### src/rtl/line_editor_pkg.sv
// Shared types and character constants for the AXI-Stream line editor.
// Case-swap helper is used only when LINE_EDITOR_CASE_INVERT_EN is defined.
package line_editor_pkg;

  typedef enum logic [1:0] {
    ST_COLLECT = 2'd0,
    ST_EMIT    = 2'd1,
    ST_EMIT_CR = 2'd2,
    ST_EMIT_LF = 2'd3
  } state_e;

  localparam logic [7:0] CHR_CR   = 8'h0D;
  localparam logic [7:0] CHR_LF   = 8'h0A;
  localparam logic [7:0] CHR_BS   = 8'h08;
  localparam logic [7:0] CHR_DEL  = 8'h7F;
  localparam logic [7:0] PRINT_LO = 8'h20;
  localparam logic [7:0] PRINT_HI = 8'h7E;

  function automatic logic is_printable(input logic [7:0] c);
    return (c >= PRINT_LO) && (c <= PRINT_HI);
  endfunction

  // Letters differ from their other case only in bit 5.
  function automatic logic [7:0] case_swap(input logic [7:0] c);
    if (((c >= 8'h41) && (c <= 8'h5A)) || ((c >= 8'h61) && (c <= 8'h7A)))
      return c ^ 8'h20;
    return c;
  endfunction

endpackage

### src/rtl/line_editor_ram.sv
// Line buffer storage: synchronous write, combinational read.
module line_editor_ram #(
  parameter int DEPTH = 64,
  parameter int AW    = $clog2(DEPTH)
) (
  input  logic          clk,
  input  logic          wr_en_i,
  input  logic [AW-1:0] wr_addr_i,
  input  logic [7:0]    wr_data_i,
  input  logic [AW-1:0] rd_addr_i,
  output logic [7:0]    rd_data_o
);

  logic [7:0] mem_q [DEPTH];

  always_ff @(posedge clk) begin
    if (wr_en_i)
      mem_q[wr_addr_i] <= wr_data_i;
  end

  assign rd_data_o = mem_q[rd_addr_i];

endmodule

### src/rtl/axis_line_editor.sv
// Collects an edited text line from an AXI-Stream byte source and replays it with CR LF.
// Optional case inversion of replayed text: define LINE_EDITOR_CASE_INVERT_EN.
module axis_line_editor
  import line_editor_pkg::*;
#(
  parameter int MAX_LEN = 64
) (
  input  logic       clk,
  input  logic       sresetn,
  input  logic       s_axis_tvalid,
  output logic       s_axis_tready,
  input  logic [7:0] s_axis_tdata,
  output logic       m_axis_tvalid,
  input  logic       m_axis_tready,
  output logic [7:0] m_axis_tdata,
  output logic       m_axis_tlast,
  output logic [7:0] overflow_count,
  output logic       busy
);

  localparam int LW = $clog2(MAX_LEN + 1);
  localparam int IW = $clog2(MAX_LEN);

  state_e        state_q, state_d;
  logic [LW-1:0] len_q, len_d;
  logic [LW-1:0] rd_q, rd_d;
  logic [7:0]    ovf_q, ovf_d;
  logic          wr_en;
  logic [7:0]    rd_data;
  logic [7:0]    emit_byte;
  logic          in_hs;
  logic          out_hs;

  line_editor_ram #(
    .DEPTH (MAX_LEN),
    .AW    (IW)
  ) u_ram (
    .clk       (clk),
    .wr_en_i   (wr_en),
    .wr_addr_i (len_q[IW-1:0]),
    .wr_data_i (s_axis_tdata),
    .rd_addr_i (rd_q[IW-1:0]),
    .rd_data_o (rd_data)
  );

`ifdef LINE_EDITOR_CASE_INVERT_EN
  assign emit_byte = case_swap(rd_data);
`else
  assign emit_byte = rd_data;
`endif

  // Handshake outputs are held off while reset is asserted.
  assign s_axis_tready  = sresetn && (state_q == ST_COLLECT);
  assign m_axis_tvalid  = sresetn && (state_q != ST_COLLECT);
  assign m_axis_tlast   = sresetn && (state_q == ST_EMIT_LF);
  assign busy           = (state_q != ST_COLLECT);
  assign overflow_count = ovf_q;

  assign in_hs  = s_axis_tvalid && s_axis_tready;
  assign out_hs = m_axis_tvalid && m_axis_tready;

  always_comb begin
    case (state_q)
      ST_EMIT:    m_axis_tdata = emit_byte;
      ST_EMIT_CR: m_axis_tdata = CHR_CR;
      ST_EMIT_LF: m_axis_tdata = CHR_LF;
      default:    m_axis_tdata = 8'h00;
    endcase
  end

  always_comb begin
    state_d = state_q;
    len_d   = len_q;
    rd_d    = rd_q;
    ovf_d   = ovf_q;
    wr_en   = 1'b0;
    case (state_q)
      ST_COLLECT: begin
        if (in_hs) begin
          if (is_printable(s_axis_tdata)) begin
            if (len_q < LW'(MAX_LEN)) begin
              wr_en = 1'b1;
              len_d = len_q + LW'(1);
            end else if (ovf_q != 8'hFF) begin
              ovf_d = ovf_q + 8'd1;
            end
          end else if ((s_axis_tdata == CHR_BS) || (s_axis_tdata == CHR_DEL)) begin
            if (len_q != '0)
              len_d = len_q - LW'(1);
          end else if (s_axis_tdata == CHR_CR) begin
            rd_d    = '0;
            state_d = (len_q != '0) ? ST_EMIT : ST_EMIT_CR;
          end
        end
      end
      ST_EMIT: begin
        if (out_hs) begin
          rd_d = rd_q + LW'(1);
          if (rd_q == len_q - LW'(1))
            state_d = ST_EMIT_CR;
        end
      end
      ST_EMIT_CR: begin
        if (out_hs)
          state_d = ST_EMIT_LF;
      end
      ST_EMIT_LF: begin
        if (out_hs) begin
          len_d   = '0;
          rd_d    = '0;
          state_d = ST_COLLECT;
        end
      end
      default: state_d = ST_COLLECT;
    endcase
  end

  always_ff @(posedge clk) begin
    if (!sresetn) begin
      state_q <= ST_COLLECT;
      len_q   <= '0;
      rd_q    <= '0;
      ovf_q   <= 8'h00;
    end else begin
      state_q <= state_d;
      len_q   <= len_d;
      rd_q    <= rd_d;
      ovf_q   <= ovf_d;
    end
  end

endmodule

### config.mk
export PLATFORM = sky130hd
export DESIGN_NAME = axis_line_editor
export DESIGN_NICKNAME = d
export VERILOG_FILES = /design/src/rtl/line_editor_pkg.sv /design/src/rtl/line_editor_ram.sv /design/src/rtl/axis_line_editor.sv
export SDC_FILE = /design/constraint.sdc
export NUM_CORES = 1
export LEC_CHECK = 0
export CORE_MARGIN = 10
export CORE_UTILIZATION = 45
export DETAILED_ROUTE_END_ITERATION = 8
export MAX_ROUTING_LAYER = met4
export PLACE_DENSITY = 0.58
export SLEW_MARGIN = 20
export SYNTH_ARGS = -nofsm -noshare
export SYNTH_HDL_FRONTEND = slang
export SYNTH_SLANG_ARGS = --single-unit
### constraint.sdc
create_clock -name clk -period 4.5 [get_ports clk]
set_clock_uncertainty 0.15 [all_clocks]
set_input_delay 0.45 -clock clk [delete_from_list [all_inputs] [get_ports clk]]
set_output_delay 0.45 -clock clk [all_outputs]
set_load 0.02 [all_outputs]
* Yosys cells after proc, flatten, opt, wreduce, memory -nomap -nowiden
Memories as Yosys holds them, arrays and structs flattened. A register that Yosys moved wholly into a read port is not among the register bits.
Cells that the tools add are included.
** Storage, ports and cells
- Register bits :: 24
- Memory bits (writable) :: 512
- Bits of input ports :: 12
- Logic and storage cells :: 80
- Memories :: 1
** Operators by class
- $add $sub $neg :: 4
- Magnitude comparators :: 3
- Equal/unequal tests :: 19
- Mux-type cells :: 32
- Bitwise logic cells :: 1
- Reduce and logical (&&, ||, !) cells :: 16
** Memories
- u_ram.mem_q :: words 64, bits a word 8, read ports 1, clocked after memory_dff 1, write ports 1, RTL line line_editor_ram.sv:14 : logic [7:0] mem_q [DEPTH];
** Operators with widths (count)
- $mux W7 :: 11
- $pmux W8 S3 :: 1
- $pmux W7 S3 :: 1
- $mux W2 :: 9
- $eq A8 B4 Y1 const B :: 2
- $add A7 B1 Y7 const B :: 2
- $ne A2 B2 Y1 const B :: 7
- $pmux W7 S2 :: 1
- $mux W6 :: 2
- $add A8 B1 Y8 const B :: 1
- $eq A8 B7 Y1 const B :: 1
- $ge A8 B6 Y1 const B :: 1
- $le A8 B7 Y1 const B :: 1
- $ne A8 B8 Y1 const B :: 1
- $pmux W2 S4 :: 1
- $reduce_and A8 Y1 :: 1
- $eq A7 B7 Y1 :: 1
- $lt A7 B7 Y1 const B :: 1
- $reduce_and A7 Y1 :: 1
- $reduce_bool A7 Y1 :: 1
- $sub A7 B1 Y7 const B :: 1
- $logic_and A1 B1 Y1 :: 6
- $mux W1 :: 6
- $ne A3 B1 Y1 const B :: 2
- other kinds (11) :: 13

* Depth between registers and ports, before layout
- Word-level depth :: 8
- Gate-level depth with buffers :: 9
- Mapped depth without buffers :: 8

* By module
From an unflattened synthesis, not the netlist that was laid out.
** Second synthesis, totals
- Cell total of the unflattened synthesis :: 1142
- Area total of the unflattened synthesis :: 21779.6 sq um
** Modules (own cells, without submodules)
- line_editor_ram :: times used 1, cells each 932, area each 20006.7 sq um, sequential area each 15374.7 sq um
- axis_line_editor :: times used 1, cells each 210, area each 1773.0 sq um, sequential area each 480.5 sq um

* Worst setup path after synthesis
No wires, ideal clock.
- Path type :: register to register
- From :: reg state_q[0]
- To :: mem u_ram.mem_q[63][0] (enable)
- Data arrival time :: 2.579 ns
- Setup slack :: 1.400 ns
- Stages on the path, launching flop included :: 10
- Path buffers :: 1
- Period minus slack after synthesis :: 3.100 ns
- Cell sequence :: dfxtp_1 -> inv_1 -> ha_1 -> clkbuf_1 -> inv_1 -> nor2_1 -> nand3b_1 -> nor3_1 -> nand3_1 -> nor2_1
** Between the ends
- Word-level cells in the longest chain between the ends :: 7
** RTL lines
- from (decl) :: RTL line axis_line_editor.sv:24 : state_e state_q, state_d;
- from (signal assigned) :: RTL line axis_line_editor.sv:125 : state_q <= state_d;
- $logic_not A2 Y1 :: RTL line axis_line_editor.sv:53 : assign s_axis_tready = sresetn && (state_q == ST_COLLECT);
- $logic_and A1 B1 Y1 :: RTL line axis_line_editor.sv:53
- named net s_axis_tready :: RTL line axis_line_editor.sv:11 : output logic s_axis_tready,
- $logic_and A1 B1 Y1 :: RTL line axis_line_editor.sv:59 : assign in_hs = s_axis_tvalid && s_axis_tready;
- $mux W1 :: RTL line axis_line_editor.sv:79 : if (in_hs) begin
- $mux W1 :: RTL line axis_line_editor.sv:77 : case (state_q)
- $mux W1 :: RTL line line_editor_ram.sv:17 : if (wr_en_i)
- $mux W1 (not written as such) :: RTL line line_editor_ram.sv:18 : mem_q[wr_addr_i] <= wr_data_i;
- to (decl) :: RTL line line_editor_ram.sv:14
The timed path passes the listed nets, and every way through them passes these cells.

==> flow_summary.json <==
{
  "period_minus_slack_ps": 4380,
  "rows": 80,
  "crit_buf_inv": 3,
  "synth-edff-count": 512,
  "fmax_ghz": 0.228,
  "seq_area_frac_synth": 0.734,
  "wl_per_cell_um": 29.3,
  "final_common_cell": "edfxtp_1",
  "grt_pass1_vias": 11300,
  "maxSlewHeadroom": 0.269,
  "finalSetupViolCount": 0,
  "multi_input_area_mm2": 0.00545,
  "start_util": 0.456,
  "worst_pin_slew_ps": 1090,
  "ios": 32,
  "dr_total_vias": 11100,
  "fin_util": 0.518,
  "hold_violations": 0,
  "worstReg2RegEnd": "u_ram.mem_q[0][5]",
  "whs_ps": 246,
  "worstPathArrival_ps": 3780,
  "cts_made_buffers": 54,
  "rr_worst_depth": 8,
  "total_power_mw": 10.2,
  "fin_crit_sh": 0.973,
  "synthArstFlopShare": 0,
  "htreeDepth": 2,
  "die_y_um": 240,
  "rr_startpoint": "state_q[0]",
  "cp-start-kind": "register",
  "fin_setup_tns_ps": 0,
  "syn_nets": 1144,
  "path_cells": "buf_4, buf_12, mux4_2, mux4_2, mux2i_1, o211ai_1, clkdlybuf4s50_1",
  "power-per-cell-area_mw_per_mm2": 411,
  "cts_tree": "yes",
  "dieArea_mm2": 0.0576,
  "hp-class": "in -> reg",
  "critical_path.top_delay_family": "multiplexers",
  "grt_start_max_net_pins": 67,
  "clkTransAtPathRegs_ps": 60,
  "slew_violations": 0,
  "track_usage": 0.198,
  "grt_pass1_wl_mm": 79.8,
  "final_antenna_net_count": 0,
  "clock_latency_ps": 600,
  "power.switching_mw": 2.03,
  "seq_power_share": 0.545,
  "grt_antenna_before_repair": 1,
  "synthToLayoutAreaGrowth_pct": 13.6,
  "nFillCells": 3783,
  "synth_ff_type": "edfxtp_1",
  "crit_path_max_incr_delay_ps": 590,
  "ir_drop_mv": 0.311,
  "final_cell_mix": "edfxtp_1 (512), mux4_2 (142), nor2_1 (95)",
  "portBuffers": 31,
  "dr.pass1.iters": 5,
  "yosysWarnings": 0,
  "slowest_stage": "clkdlybuf4s50_1",
  "synth_area_mm2": 0.0218,
  "r2r_slack_ps": 1030,
  "core_area_mm2": 0.0477,
  "p_sw_frac": 0.200,
  "wirelength_mm": 54.4,
  "cp_common_cell": "mux4_2",
  "fin_nets": 1223,
  "worst_setup_path_end_kind": "primary output",
  "viasPerCell": 6.00,
  "path_max_fanout": 18,
  "clock_sinks": 542,
  "status": "complete, no violations",
  "drt_iter0_drc": 1209,
  "clkPwrFrac": 0.435,
  "ff_latch_area_mm2": 0.0160,
  "cap_violations": 0,
  "grt-ovfl-total": 0,
  "combPwrFrac": 0.021,
  "drive_gt1_frac": 0.241,
  "cts-root-buf": "clkbuf_16",
  "syn_avg_cell_area_um2": 19.4,
  "gp_congestion": 0.874,
  "ys_seq_elements": 542,
  "drc": 0,
  "rsz0062_at_grt": "false",
  "holdPathStages": 1,
  "required_ps": 3900,
  "hpwlAfterDp_mm": 34.4,
  "clockBufferDepth": 3,
  "min-delay-start": "s_axis_tdata[6]",
  "path_class": "reg -> out",
  "syn_inst": 1123,
  "ys_types": 59,
  "die_width_um": 240,
  "path_depth": 7,
  "internal_power_mw": 8.13,
  "worstHoldEndpoint": "u_ram.mem_q[28][6]",
  "power.leakage_nw": 7.51
}
## worst register-to-register path: stages, from the launching register on
cell,delay [ps]
dfxtp_1,360
inv_1,140
ha_1,200
inv_1,90
nor2_1,170
nand3b_1,120
nor3_1,400
nand2_1,560
nor2_1,900
## routing by layer
layer / routed length [um] / global-route usage / up-vias
met5: 0 / - / -
met4: 1240 / 0.0506 / 0
met3: 4360 / 0.0471 / 75
met2: 25400 / 0.293 / 436
met1: 23500 / 0.273 / 5877
li1: - / - / 4733
## logic make-up after synthesis
kind of cell               Yosys count  share of synthesized area
xor gates and xnor gates            20                    0.00805
buffers and inverters               69                     0.0159
and+or+nand+nor                    223                     0.0476
adders and majority gates            9                    0.00517
DFF                                542                      0.734
AOI/OAI and AO/OA                   88                     0.0279
muxes                              172                      0.161
## cell usage after synthesis (all sizes together), types with 10 or more instances
| cell | instances | share of area |
|---|---|---|
| edfxtp | 512 | 0.71 |
| mux4 | 142 | 0.15 |
| nor2 | 96 | 0.017 |
| nand2 | 44 | 0.0076 |
| buf | 37 | 0.010 |
| dfxtp | 30 | 0.028 |
| mux2i | 23 | 0.011 |
| clkbuf | 22 | 0.0038 |
| a21oi | 19 | 0.0044 |
| o21ai | 19 | 0.0044 |
| nand3 | 17 | 0.0039 |
| nor2b | 14 | 0.0040 |
| nor3 | 11 | 0.0028 |
| a211oi | 10 | 0.0034 |
| xnor2 | 10 | 0.0040 |
| xor2 | 10 | 0.0040 |
## per-stage QoR
| stage | instance area, um^2 | std cells | worst slack [ps] |
|---|---|---|---|
| floorplan | 21800 | 1123 | 1400 |
| global route | 24700 | 1855 | 5.95 |
| global placement | 22900 | 1755 | 235 |
| finish | 24700 | 1855 | 124 |
| detailed placement | 22900 | 1755 | 270 |
| CTS | 24700 | 1853 | 47.3 |
## what timing repair did
| action | CTS | global route |
|---|---|---|
| pin swaps | 0 | 1 |
| hold buffers | 0 | 0 |
| endpoints found under the setup margin | 1 | 2 |
| setup buffers | 5 | 1 |
| gates cloned | 0 | 0 |
| gates resized for setup | 1 | 1 |
## layout make-up
cell class | count | area share
sequential | 542 | 0.647
antenna | 1 | 0.000101
tap | 615 | 0.0311
multi-input combinational | 512 | 0.220
inverter | 10 | 0.00152
clock inverter | 24 | 0.0110
timing repair buffer | 82 | 0.0306
clock buffer | 69 | 0.0586
## power by group through the flow
stage	Clock [mW]	Combinational, mW	Sequential, mW
2_1_floorplan	0	0.0917	5.63
3_3_place_gp	0	0.208	5.64
3_5_place_dp	0	0.211	5.64
4_1_cts	4.50	0.212	5.53
5_1_grt	4.71	0.229	5.53
6_report	4.41	0.209	5.53
## worst max-delay path by stage
stage                               to        from
CTS                    m_axis_tdata[1]    register
global placement       m_axis_tdata[1]    register
detailed placement     m_axis_tdata[1]    register
floorplan           u_ram.mem_q[63][0]  state_q[0]
global route           m_axis_tdata[3]    register
finish                 m_axis_tdata[0]    register
## flip-flops by register name, summed over array words and instances, names as in the netlist, named ones only
signal,count
rd_q,7
state_q,2
len_q,7
u_ram.mem_q,512
overflow_count,8
(Power assumes the default switching activity.)
